`src/rtl/btn_pulse_gen.sv`:
```
// btn_pulse_gen: synchronise, debounce and pulse-convert the S3 (x1) and S2 (x2) buttons
//   clk        system clock
//   rst        asynchronous active-high reset
//   btn_3      raw S3 button (x1), asynchronous
//   btn_2      raw S2 button (x2), asynchronous
//   x1_pulse   one-cycle pulse on an accepted, collision-free S3 press
//   x2_pulse   one-cycle pulse on an accepted, collision-free S2 press
//   x1_lvl     debounced S3 level
//   x2_lvl     debounced S2 level
//   both_err   sticky: a press rose together with, or while holding, the other button
//   pulse_cnt  wrapping count of emitted pulses
module btn_pulse_gen #(
    parameter int DEBOUNCE_CYCLES = 2_000_000,
    parameter int CNT_W           = 8
) (
    input  logic             clk,
    input  logic             rst,
    input  logic             btn_3,
    input  logic             btn_2,
    output logic             x1_pulse,
    output logic             x2_pulse,
    output logic             x1_lvl,
    output logic             x2_lvl,
    output logic             both_err,
    output logic [CNT_W-1:0] pulse_cnt
);
    localparam int CW = $clog2(DEBOUNCE_CYCLES + 1);
    typedef enum logic {IDLE, ARMED} state_t;
    logic [1:0]    btn, s1, s;
    logic [CW-1:0] cnt   [2];
    state_t        st    [2];
    logic          lvl   [2];
    logic          rise  [2];
    logic          fall  [2];
    logic          pnext [2];
    logic          pulse [2];
    // channel 0 is x1 (S3), channel 1 is x2 (S2)
    assign btn = {btn_2, btn_3};
    always_ff @(posedge clk or posedge rst) begin
        if (rst) begin
            s1 <= '0;
            s  <= '0;
        end else begin
            s1 <= btn;
            s  <= s1;
        end
    end
    genvar k;
    for (k = 0; k < 2; k++) begin : g_ch
        assign lvl[k]   = st[k] == ARMED;
        // the level flips on the cycle the mismatch has persisted long enough
        assign rise[k]  = st[k] == IDLE  &&  s[k] && cnt[k] == CW'(DEBOUNCE_CYCLES - 1);
        assign fall[k]  = st[k] == ARMED && !s[k] && cnt[k] == CW'(DEBOUNCE_CYCLES - 1);
        // a press only pulses if the other button is neither held nor rising now
        assign pnext[k] = rise[k] && !lvl[1-k] && !rise[1-k];
        always_ff @(posedge clk or posedge rst) begin
            if (rst) begin
                st[k]    <= IDLE;
                cnt[k]   <= '0;
                pulse[k] <= 1'b0;
            end else begin
                pulse[k] <= pnext[k];
                cnt[k]   <= (s[k] == lvl[k] || rise[k] || fall[k]) ? '0 : cnt[k] + CW'(1);
                st[k]    <= rise[k] ? ARMED : fall[k] ? IDLE : st[k];
            end
        end
    end
    always_ff @(posedge clk or posedge rst) begin
        if (rst) begin
            both_err  <= 1'b0;
            pulse_cnt <= '0;
        end else begin
            if ((rise[0] && (lvl[1] || rise[1])) || (rise[1] && lvl[0]))
                both_err <= 1'b1;
            if (pnext[0] || pnext[1])
                pulse_cnt <= pulse_cnt + CNT_W'(1);
        end
    end
    assign x1_pulse = pulse[0];
    assign x2_pulse = pulse[1];
    assign x1_lvl   = lvl[0];
    assign x2_lvl   = lvl[1];
endmodule

```
`config.mk`:
```
export PLATFORM = sky130hd
export DESIGN_NAME = btn_pulse_gen
export DESIGN_NICKNAME = d
export VERILOG_FILES = /design/src/rtl/btn_pulse_gen.sv
export SDC_FILE = /design/constraint.sdc
export NUM_CORES = 1
export LEC_CHECK = 0
export BUFFER_PORTS_ARGS = -buffer_cell sky130_fd_sc_hd__buf_2
export CORE_MARGIN = 2
export CORE_UTILIZATION = 45
export CTS_CLUSTER_DIAMETER = 150
export DETAILED_ROUTE_END_ITERATION = 10
export MAX_ROUTING_LAYER = met4
export PLACE_DENSITY_LB_ADDON = 0.1
export SKIP_LAST_GASP = 1
export SLEW_MARGIN = 20
export SYNTH_ARGS = -nofsm -noshare
export SYNTH_HDL_FRONTEND = slang
export SYNTH_SLANG_ARGS = --single-unit
```
`constraint.sdc`:
```
create_clock -name clk -period 3.03 [get_ports clk]
set_input_delay 0.1515 -clock clk [delete_from_list [all_inputs] [get_ports clk]]
set_output_delay 0.1515 -clock clk [all_outputs]
set_load 0.05 [all_outputs]
```
== After elaboration in Yosys (flattened, before gate mapping) ==
Cells that the tools add are included.

* Flip-flop bits (word level): 59
* Input port bits: 4
* Output and inout port bits: 13
* Word-level logic and storage cells: 54

* Add/sub/neg operators: 3
* Equality and inequality tests: 4
* Multiplexer cells: 6
* Bitwise logic cells: 2
* Reduce and logical (&&, ||, !) cells: 29

{| class="wikitable"
|+ Operator list
! kind !! count
|-
| 21-bit by 1-bit adder with 21-bit output, second input constant || 2
|-
| 21-bit == test, second input constant || 2
|-
| 21-bit 2-to-1 mux || 2
|-
| 1-bit logical AND || 14
|-
| 8-bit by 1-bit adder with 8-bit output, second input constant || 1
|-
| 1-bit logical OR || 7
|-
| 1-bit logical NOT || 6
|-
| 1-bit 2-to-1 mux || 4
|-
| 2-bit nonzero test || 2
|-
| 1-bit == test || 2
|-
| 1-bit inverter || 2
|}

== Logic depth before layout (Yosys ltp) ==
* Depth in word-level cells: 6
* Gate-level depth with buffers: 7
* Gate-level depth less buffers: 6

== Worst setup path before layout ==
No wires, ideal clock.

* Path kind: register -> register
* From: reg cnt[7] (netlist name)
* To: reg pulse_cnt[1]
* Library setup time: 128 ps
* Data arrival time: 1,982 ps
* Required time: 2,902 ps
* Setup slack: 920 ps
* Cell stages (with the launch flop): 6
* Path buffers: 0
* Period minus slack after synthesis: 2,110 ps
* Path through: dfrtp_1 -> nand4bb_1 -> or4_4 -> a211o_4 -> a21boi_4 -> mux2_1

* Word-level cells in the longest chain between the ends: 5
* Elaborated cells between the ends (all ways): 7
* Classes of those cells: eq/ne (1); reduce/logical (6)

{| class="wikitable"
|+ RTL lines
! element !! line !! text
|-
| start, declared || 30 || <nowiki>logic [CW-1:0] cnt [2];</nowiki>
|-
| start signal, assigned by index || 63 || <nowiki>cnt[k] <= (s[k] == lvl[k] || rise[k] || fall[k]) ? '0 : cnt[k] + CW'(1);</nowiki>
|-
| 21-bit == test (*) || 52 || <nowiki>assign rise[k] = st[k] == IDLE && s[k] && cnt[k] == CW'(DEBOUNCE_CYCLES - 1);</nowiki>
|-
| 1-bit logical AND (*) || 52 ||
|-
| 1-bit logical NOT or 1-bit logical AND (tied branches) || 55 || <nowiki>assign pnext[k] = rise[k] && !lvl[1-k] && !rise[1-k];</nowiki>
|-
| 1-bit logical AND || 55 ||
|-
| 1-bit logical OR (*) || 75 || <nowiki>if (pnext[0] || pnext[1])</nowiki>
|-
| end signal, assigned || 76 || <nowiki>pulse_cnt <= pulse_cnt + CNT_W'(1);</nowiki>
|-
| end, declared || 25 || <nowiki>output logic [CNT_W-1:0] pulse_cnt</nowiki>
|}

Every way passes the cells marked *; elsewhere a longest branch is shown, timed or not.
A chain may end at the register's enable or synchronous reset.

== Worst setup path in the final report ==
* From: reg cnt[21] (netlist name)
* To: reg cnt[34] (netlist name)

* Word-level cells in the longest chain between the ends: 5
* Elaborated cells between the ends (all ways): 7
* Classes of those cells: add/sub (1); eq/ne (1); mux (1); reduce/logical (4)

{| class="wikitable"
|+ RTL lines
! element !! line
|-
| parallel branches: the longest is 4 deep, another holds 21-bit by 1-bit adder with 21-bit output || --
|-
| 21-bit 2-to-1 mux (*) || 63
|}

Every way passes the cells marked *.

==> summary.txt <==
Final layout
  – Share of cells above drive strength 1: 0.137
  – Area delta synth->final: 14.6%
  – Nets: 309
  – Diode count: 0
  – Final instance area: 0.00326 mm²
  – Fin cells: 382

Placement
  – GP Congestion: 0.747
  – Placed insts: 363
  – Area post-placement: 0.00299 mm²
  – I/O Buffers: 16
  – Post-detail-place hpwl: 3490 µm

Timing
  – Final period utilization: 0.767
  – Worst Skew: 0.0123 ns
  – TNS Setup: 0 ns
  – Final setup violation count: 0
  – Unrepaired setup endpoints after global routing: false
  – Worst-margin pin slew: 0.549 ns
  – Slew headroom: 0.631
  – Tmin final: 2.32 ns
  – WHS: 0.351 ns
  – Hold Fails Final Rpt: 0
  – Slew Limit Fails: 0
  – Max Clock Freq: 0.430 GHz

Setup path
  – Kind of critical path: reg -> reg
  – Worst path max stage delay: 0.52 ns
  – CP required: 3.25 ns
  – Worst R2R Start: cnt[21]$_DFF_PP0_
  – Crit path cell chain: ha_1, nand2_1, or4_1, nor3_1, or2_1, buf_4, nor2_1
  – Critical Path AT: 2.55 ns
  – Max FO, Critical Path: 11
  – Register-to-register setup slack: 0.71 ns
  – CP max stage cell: or4_1
  – Reg2Reg Depth: 7
  – Startpoint Class: register
  – Kind of end point of the critical path: register
  – RR Endpoint: cnt[34]$_DFF_PP0_

Route
  – Via-to-Cell Ratio: 5.13
  – DRC Markers: 0
  – Drt first pass iters: 4
  – Initial DRC count: 79
  – DRT antenna net count: 0
  – Per-cell routed wire length: 13.6 µm
  – Via count: 1960
  – Drt total wl: 5180 µm

Hold path
  – Hold path depth: 0
  – Worst hold endpoint: s[0]$_DFF_PP0_
  – Tightest Hold Check Type: reg -> reg
  – Hold wc startpoint: s1[0]$_DFF_PP0_

Clocking
  – Clk sinks: 59
  – Buffer depth of the longest clock path: 2
  – Worst-path clk slew: 0.07 ns
  – CTS tree: done
  – H-tree levels: 3
  – CTS Buf Count: 9
  – Root Driver: clkbuf_8
  – Clock latency on the worst-skew pair: 0.34 ns

Global route
  – Vias in the first global route: 1887
  – Largest net degree at the start of global routing: 41
  – Initial antenna violation count: 0
  – First-pass GRT wire length: 9000 µm
  – Grt total ovfl: 0
  – Tot GR Track Use: 0.166

Synthesis
  – Commonest cells in the netlist: dfrtp_1 (59), nor2_1 (49), xor2_1 (30)
  – Register area share after synthesis: 0.518
  – Post-Syn Area per Cell: 10.2 µm²
  – Syn Nets: 287
  – Mapped Cells: 280
  – Async SR Flop Fraction: 1.00
  – Yosys cell types: 36
  – EDFF count, synth: 0
  – Most numerous cell in the Yosys netlist: dfrtp_1
  – Synth warn: 0
  – Area share of the largest cell type after synthesis: 0.518
  – Post-Syn Area: 0.00285 mm²
  – Synth Register Bits: 59
  – Main synth FF type: dfrtp_1
  – Cell taking the most area after synthesis: dfrtp_1
  – Top post-synthesis cells by area: dfrtp_1 (52%), xor2_1 (9.2%), nor2_1 (6.5%), xnor2_1 (5.2%), nand4_1 (2.9%)

Die
  – Die W: 83.6 µm
  – Starting density of the core: 0.473
  – Core footprint: 0.00603 mm²
  – Io pins: 17
  – Chip Height: 83.6 µm
  – Full die area: 0.00698 mm²
  – Placement Rows: 28

Power and ir drop
  – Pwr per Cell Area: 525 mW/mm²
  – Pleak: 1.53 nW
  – Peak VDD IR: 0.345 mV
  – Power Total: 0.00171 W

Job
  – Maxcap violations: 0

Run status
  – Outcome: finished clean
==> logic make-up (layout without fill, tap and decap cells) <==
kind of cell | Yosys count | after routing | synth area share
flops | 59 | 59 | 0.518
fa+ha+maj | 3 | 3 | 0.0132
compound gates | 12 | 12 | 0.0387
mux | 2 | 2 | 0.00791
xor+xnor | 47 | 47 | 0.145
buf+inv | 17 | 44 | 0.0242
simple gates | 140 | 140 | 0.253
==> layout by cell type (no fill, tap or decap), types with 2 or more instances in the layout <==
| cell | synthesis | routed |
|---|---|---|
| and2_1 | 5 | 5 |
| a21oi_1 | 6 | 6 |
| nor4_1 | 3 | 3 |
| xor2_1 | 30 | 30 |
| dlygate4sd3_1 | 0 | 3 |
| nand3_1 | 15 | 15 |
| nor3_1 | 9 | 9 |
| nand4_1 | 13 | 13 |
| bufinv_16 | 0 | 3 |
| ha_1 | 3 | 3 |
| dfrtp_1 | 59 | 59 |
| buf_4 | 0 | 2 |
| and4_1 | 6 | 6 |
| xnor2_1 | 17 | 17 |
| buf_2 | 4 | 16 |
| inv_1 | 7 | 6 |
| clkinv_2 | 0 | 2 |
| nor2_1 | 49 | 49 |
| and3_1 | 12 | 12 |
| clkbuf_8 | 0 | 9 |
| nand2_1 | 17 | 17 |
==> repair_timing <==
| item | 4_1_cts | 5_1_grt |
|---|---|---|
| hold buffers | 3 | 0 |
| hold endpoints to repair | 21 | 0 |
| setup buffers | 0 | 0 |
| resized for setup | 0 | 0 |
==> power breakdown <==
part / internal, W / total (W) / switching, W
sequential: 0.000797 / 0.000806 / 0.00000911
combinational: 0.0000135 / 0.0000438 / 0.0000303
clock: 0.000544 / 0.000864 / 0.000320
total: 0.00135 / 0.00171 / 0.000359
==> layout make-up <==
type,count,area [µm²]
well taps,75,93.8
fillers,541,2760
clock buffers,9,124
repair buffers,21,125
flip-flops and latches,59,1480
inverters,7,26.3
multi-input cells,204,1300
clock inverters,7,116
==> sequential cells by signal, indices dropped and copies added, names as in the netlist <==
name and flops:
x2_pulse 1, x1_pulse 1, x2_lvl 1, cnt 42, s 2, x1_lvl 1, both_err 1, pulse_cnt 8
s1 2
==> routing by layer <==
layer  wire length (µm)  part of all wire  global-route usage  vias to the layer above
li1                   -                 -                   -                      996
met1               2710              0.52               0.228                      932
met2               2260              0.44               0.232                       23
met3                124             0.024              0.0386                        9
met4                 90             0.017              0.0792                        0
met5                  0                 0                   -                        -
==> per-stage QoR <==
stage | setup slack (ns) | utilization
after global placement | 0.768 | 0.497
final | 0.705 | 0.542
after global routing | 0.546 | 0.542
after CTS | 0.700 | 0.542
after floorplan | 0.920 | -
after detailed placement | 0.716 | 0.497
==> worst max-delay path by stage <==
stage	from	slack [ns]	end
final	cnt[21]$_DFF_PP0_	0.71	cnt[34]$_DFF_PP0_
after global routing	cnt[21]$_DFF_PP0_	0.55	cnt[34]$_DFF_PP0_
after CTS	cnt[21]$_DFF_PP0_	0.70	cnt[34]$_DFF_PP0_
after detailed placement	cnt[21]$_DFF_PP0_	0.72	cnt[35]$_DFF_PP0_
after global placement	cnt[21]$_DFF_PP0_	0.77	cnt[36]$_DFF_PP0_
after floorplan	cnt[7]$_DFF_PP0_	0.92	pulse_cnt[1]$_DFFE_PP0P_
==> critical path: cells and delay by family (launching register included) <==
kind,cells,cell delay [ns]
AND/OR/NAND/NOR,5,1.36
buffers and inverters,1,0.24
flip-flops,1,0.40
adder cells (fa/ha/maj),1,0.22
No activity file was read; power rests on OpenSTA's default activity.
